===== src/rtl/serial_bit_source_pkg.sv =====
// Shared types and helpers for the serial bit source.
package serial_bit_source_pkg;

  localparam int unsigned DefaultWidth     = 20;
  localparam int unsigned DefaultBitCycles = 1;

  typedef enum logic [0:0] {
    StIdle,
    StShift
  } state_e;

  // A length of zero, or one longer than the word, means "send the whole word".
  function automatic int unsigned clamp_len(input int unsigned len, input int unsigned width);
    return ((len == 0) || (len > width)) ? width : len;
  endfunction

endpackage


===== src/rtl/bit_period_counter.sv =====
// Bit-period prescaler: tick marks the last clock of each bit period.
// With BIT_CYCLES == 1 every clock is a terminal clock, so no counter is built.
module bit_period_counter
  import serial_bit_source_pkg::*;
#(
  parameter int unsigned BIT_CYCLES = DefaultBitCycles
) (
  input  logic clk,
  input  logic rst,
  input  logic start,
  input  logic run,
  output logic tick
);

  if (BIT_CYCLES > 1) begin : g_count
    localparam int unsigned   CntW    = $clog2(BIT_CYCLES);
    localparam logic [CntW-1:0] LastCnt = CntW'(BIT_CYCLES - 1);

    logic [CntW-1:0] count_q;

    // Count 0..BIT_CYCLES-1 while shifting; restart on a new word, park at 0 when idle.
    always_ff @(posedge clk) begin
      if (rst) begin
        count_q <= '0;
      end else if (start || !run || tick) begin
        count_q <= '0;
      end else begin
        count_q <= count_q + 1'b1;
      end
    end

    assign tick = (count_q == LastCnt);
  end else begin : g_bypass
    logic unused_inputs;
    assign unused_inputs = ^{clk, rst, start, run};
    assign tick          = 1'b1;
  end

endmodule


===== src/rtl/serial_bit_source.sv =====
// Parallel-to-serial stimulus source for the Moore sequence detector.
// Accepts a word over valid/ready and shifts it out MSB-first (bit in_len-1 first)
// on x, holding each bit for BIT_CYCLES clocks. done pulses on the final clock of
// the last bit, where in_ready is also high so a waiting word follows with no gap.
// Optional build macro: SERIAL_BIT_SOURCE_LOOP_EN adds loop_en, which replays the
// stored word when no new word is accepted at the word boundary.
module serial_bit_source
  import serial_bit_source_pkg::*;
#(
  parameter int unsigned  WIDTH      = DefaultWidth,
  parameter int unsigned  BIT_CYCLES = DefaultBitCycles,
  localparam int unsigned LEN_W      = $clog2(WIDTH + 1)
) (
  input  logic             clk,
  input  logic             rst,
  input  logic             in_valid,
  output logic             in_ready,
  input  logic [WIDTH-1:0] in_data,
  input  logic [LEN_W-1:0] in_len,
  output logic             x,
  output logic             x_valid,
  output logic             done
`ifdef SERIAL_BIT_SOURCE_LOOP_EN
  ,
  input  logic             loop_en
`endif
);

  localparam int unsigned IDX_W = (WIDTH > 1) ? $clog2(WIDTH) : 1;

  state_e           state_q, state_d;
  logic [WIDTH-1:0] word_q, word_d;
  logic [IDX_W-1:0] idx_q, idx_d;
  logic [IDX_W-1:0] last_idx_q, last_idx_d;
  logic             x_q, x_d;
  logic             x_valid_q, x_valid_d;

  logic             tick;
  logic             start;
  logic             last_bit;
  logic             accept;
  logic             loop_go;
  logic [IDX_W-1:0] in_first_idx;

  bit_period_counter #(
    .BIT_CYCLES (BIT_CYCLES)
  ) u_bit_period_counter (
    .clk   (clk),
    .rst   (rst),
    .start (start),
    .run   (state_q == StShift),
    .tick  (tick)
  );

`ifdef SERIAL_BIT_SOURCE_LOOP_EN
  assign loop_go = loop_en;
`else
  assign loop_go = 1'b0;
`endif

  // Index of the first bit to send for the offered word, after length clamping.
  assign in_first_idx = IDX_W'(clamp_len(32'(in_len), WIDTH) - 1);

  // Handshake and completion are decodes of registered state only.
  always_comb begin
    last_bit = (state_q == StShift) && (idx_q == '0) && tick;
    in_ready = (state_q == StIdle) || last_bit;
    done     = last_bit;
    accept   = in_valid && in_ready;
  end

  // Next-state: load on accept, step the bit index at each bit boundary,
  // and at the word boundary either take a new word, replay, or go idle.
  always_comb begin
    state_d    = state_q;
    word_d     = word_q;
    idx_d      = idx_q;
    last_idx_d = last_idx_q;
    start      = 1'b0;
    x_d        = 1'b0;
    x_valid_d  = 1'b0;

    unique case (state_q)
      StIdle: begin
        if (accept) begin
          state_d    = StShift;
          word_d     = in_data;
          idx_d      = in_first_idx;
          last_idx_d = in_first_idx;
          start      = 1'b1;
        end
      end
      StShift: begin
        if (last_bit) begin
          if (accept) begin
            word_d     = in_data;
            idx_d      = in_first_idx;
            last_idx_d = in_first_idx;
            start      = 1'b1;
          end else if (loop_go) begin
            idx_d = last_idx_q;
            start = 1'b1;
          end else begin
            state_d = StIdle;
          end
        end else if (tick) begin
          idx_d = idx_q - 1'b1;
        end
      end
      default: state_d = StIdle;
    endcase

    // x follows the state being entered, so it is registered yet already valid
    // in the first cycle after an accept.
    if (state_d == StShift) begin
      x_d       = word_d[idx_d];
      x_valid_d = 1'b1;
    end
  end

  // State and output registers.
  always_ff @(posedge clk) begin
    if (rst) begin
      state_q    <= StIdle;
      word_q     <= '0;
      idx_q      <= '0;
      last_idx_q <= '0;
      x_q        <= 1'b0;
      x_valid_q  <= 1'b0;
    end else begin
      state_q    <= state_d;
      word_q     <= word_d;
      idx_q      <= idx_d;
      last_idx_q <= last_idx_d;
      x_q        <= x_d;
      x_valid_q  <= x_valid_d;
    end
  end

  assign x       = x_q;
  assign x_valid = x_valid_q;

endmodule


===== config.mk =====
export PLATFORM = sky130hd
export DESIGN_NAME = serial_bit_source
export DESIGN_NICKNAME = d
export VERILOG_FILES = /design/src/rtl/serial_bit_source_pkg.sv /design/src/rtl/bit_period_counter.sv /design/src/rtl/serial_bit_source.sv
export SDC_FILE = /design/constraint.sdc
export NUM_CORES = 1
export LEC_CHECK = 0
export BUFFER_PORTS_ARGS = -buffer_cell sky130_fd_sc_hd__buf_2
export CAP_MARGIN = 20
export CELL_PAD_IN_SITES_DETAIL_PLACEMENT = 1
export CELL_PAD_IN_SITES_GLOBAL_PLACEMENT = 1
export CORE_AREA = 2 2 78 80
export CTS_BUF_LIST = sky130_fd_sc_hd__clkbuf_16
export CTS_CLUSTER_SIZE = 24
export DETAILED_ROUTE_END_ITERATION = 8
export DIE_AREA = 0 0 80 82
export PLACE_DENSITY_LB_ADDON = 0.15
export SETUP_SLACK_MARGIN = 0.02
export SLEW_MARGIN = 0
export SYNTH_ARGS = -nofsm -noshare
export SYNTH_HDL_FRONTEND = slang
export SYNTH_HIERARCHICAL = 1
export SYNTH_SLANG_ARGS = --single-unit

===== constraint.sdc =====
create_clock -name clk -period 7.6 [get_ports clk]
set_clock_uncertainty 0.1 [all_clocks]
set_input_delay 1.14 -clock clk [delete_from_list [all_inputs] [get_ports clk]]
set_output_delay 1.14 -clock clk [all_outputs]
set_load 0.01 [all_outputs]

==> results.yml <==
outcome:
  outcome: "finished, final reports clean"
setup_path:
  cp_data_required_time_ps: 7710
  r2r_setup_slack_ps: 4070
  critPathCaptureType: "flip-flop"
  worstPathMaxFanout: 29
  timing_worst_setup_path_type: "flip-flop to flip-flop"
  kind_of_start_point_of_the_critical_path: "flip-flop"
  worstPathArrival_ps: 3630
timing:
  setup_tns_final_ps: 0
  rsz0062_at_grt: "false"
  maxSlewViolCount: 0
  finalSetupViolCount: 0
  worst_slew_margin_rel_pct: 46.03
  final-hold-violation-count: 0
  worst-slew-pin-transition_ps: 804.6
  min_period_ps: 3526
  achievable-frequency_mhz: 283.6
  timing.final.crit_share_pct: 46.40
power_and_ir_drop:
  power.leakage_uw: 0.0007719
  irDropWorstVdd_mv: 0.08707
  cellPowerDensity_nw_per_um2: 215.5
  pwr_total_uw: 412.6
cts:
  clkTransAtPathRegs_ps: 70
  cts_hold_buf: 0
  clock_tree.root_cell: "sky130_fd_sc_hd__clkbuf_16"
  number_of_h_tree_levels: 1
  cts-resized-gates: 0
  clkLatencyLatePin_ps: 260
  cts_tree: "built"
  clk_path_buf_depth: 2
  clkSinkCount: 27
  post-cts-setup-buffers: 0
  tritoncts.num_buffers: 3
synth:
  post_synth_main_area_contributors: "sky130_fd_sc_hd__dfxtp_1, sky130_fd_sc_hd__nand2_1, sky130_fd_sc_hd__a21oi_1, sky130_fd_sc_hd__nor2_1, sky130_fd_sc_hd__mux2i_1"
  yosysSeqAreaShare_pct: 32.68
  synthesis.area_per_instance_um2: 7.161
  postSynth.asyncResetShare_pct: 0
  synth_common_cells: "sky130_fd_sc_hd__nand2_1, sky130_fd_sc_hd__a21oi_1, sky130_fd_sc_hd__dfxtp_1, sky130_fd_sc_hd__nor2_1, sky130_fd_sc_hd__o21ai_0"
  syn_nets: 261
  postSynth.topFlopCell: "sky130_fd_sc_hd__dfxtp_1"
  synth-edff-count: 0
  postSynthCellCount: 231
  synth.largest_area_cell: "sky130_fd_sc_hd__dfxtp_1"
  ys_seq_elements: 27
  synth_area_um2: 1654
  synth_top_area_share_pct: 32.68
  yosysMostFrequentCell: "sky130_fd_sc_hd__nand2_1"
  yosysWarnings: 6
  count_of_cell_types_in_the_netlist: 49
worst_hold_path:
  hold_path_class: "flip-flop to flip-flop"
finish:
  syn_to_final_growth_pct: 15.73
  layout-drive-gt1-share_pct: 18.58
  num_antenna_cells: 0
  nFillCells: 758
  layout.nets: 284
global_route:
  first_global_vias: 1657
  grt_busiest_layer: "met2"
  global_route_wire_length_before_repair_um: 8093
  grt_start_max_net_pins: 30
  grt_util_all_layers_pct: 15.86
  met3_usage_pct: 1.868
  met2_usage_pct: 28.08
  grt.overflow.total: 0
  grtUsageMet1_pct: 19.96
  grt_antenna_before_repair: 0
floorplan:
  row_count: 28
  top_level_ports: 32
  dieHeight_um: 82
  start_util_pct: 28.79
  die_width_um: 80
  die_area_um2: 6560
  design.core.area_um2: 5746
drt:
  final_antenna_net_count: 0
  drc: 0
  drt_pre_antenna_iters: 4
  num_vias: 1666
  finalWirelength_um: 4864
  detail_route.iter0.violations: 43
  avgViaCountPerCell: 5.079
  avgRoutedWirePerCell_um: 14.83
flow_run:
  cap_violations: 0
place:
  port-buffer-count: 31
  routabilityCongestion: 0.6942
  place_hpwl_um: 3482
==> layout make-up <==
type	instances	area (um2)	area share (%)
Clock buffer	3	75.07	3.922
Clock inverter	1	3.754	0.1961
Inverter	4	15.01	0.7843
Multi-Input combinational cell	186	1023	53.46
Sequential cell	27	540.5	28.24
Tap cell	75	93.84	4.902
Timing Repair Buffer	32	162.7	8.497
==> per-stage QoR <==
step	instance area, um2	std cells	setup slack (ps)	hold slack, ps	utilization (%)
2_1_floorplan	1654	231	4426	335.7	-
3_3_place_gp	1836	324	3883	346.0	31.95
3_5_place_dp	1836	324	3882	347.2	31.95
4_1_cts	1914	328	4051	357.4	33.32
5_1_grt	1914	328	3764	380.6	33.32
6_report	1914	328	4074	355.8	33.32
==> registers in the layout, summed over array words and instances (netlist names) <==
name / cells
state_q: 1
idx_q: 5
word_q: 20
x: 1
==> per-layer routing <==
metal	part of all wire, %	routed length (um)	vias up
met5	0	0	-
met4	1.7	81	0
li1	-	-	838
met2	49	2366	31
met1	47	2297	790
met3	2.4	118	7
==> kinds of logic (layout without fill, tap and decap cells) <==
group	Yosys count	after routing	synth area share, %
AOI/OAI and AO/OA	60	60	24.36
xor gates and xnor gates	2	2	1.059
adders and majority gates	2	2	1.513
buffers and inverters	18	40	5.446
DFF	27	27	32.68
muxes	6	6	4.463
other	1	1	0.2267
and+or+nand+nor	115	115	30.26
==> cells in the final DEF (no fill, tap or decap), types with 3 or more instances in the layout <==
master                      instances
sky130_fd_sc_hd__nand2_1           76
sky130_fd_sc_hd__buf_2             31
sky130_fd_sc_hd__a21oi_1           29
sky130_fd_sc_hd__dfxtp_1           27
sky130_fd_sc_hd__nor2_1            15
sky130_fd_sc_hd__o21ai_0            7
sky130_fd_sc_hd__nand3_1            6
sky130_fd_sc_hd__inv_1              4
sky130_fd_sc_hd__mux2i_1            4
sky130_fd_sc_hd__a22oi_1            3
sky130_fd_sc_hd__and2_1             3
sky130_fd_sc_hd__a31oi_1            3
sky130_fd_sc_hd__and3_1             3
sky130_fd_sc_hd__clkbuf_16          3
==> final timing paths <==
kind | to | from | depth (start not counted)
worst max-delay path | x | idx_q[0] | 11
worst min-delay path | word_q[0] | word_q[0] | 2
worst min register to register | word_q[0] | word_q[0] | 2
worst max register to register | x | idx_q[0] | 11
==> worst max-delay path, cell delays in order (launching register included) <==
cell and delay [ps]:
sky130_fd_sc_hd__dfxtp_1 440, sky130_fd_sc_hd__inv_1 90, sky130_fd_sc_hd__ha_1 230, sky130_fd_sc_hd__nand2b_1 160, sky130_fd_sc_hd__o21ai_4 110, sky130_fd_sc_hd__nand2_1 100, sky130_fd_sc_hd__buf_4 320, sky130_fd_sc_hd__clkinv_1 730
sky130_fd_sc_hd__and3_1 410, sky130_fd_sc_hd__a311o_1 320, sky130_fd_sc_hd__a311oi_1 270, sky130_fd_sc_hd__a22o_1 150
==> power by group <==
group,internal (uW),total (uW),switching (uW)
combinational,51.5,130,79.0
clock,70.5,119,48.7
sequential,153,163,10.0
Power figures use the tool's default switching activity.
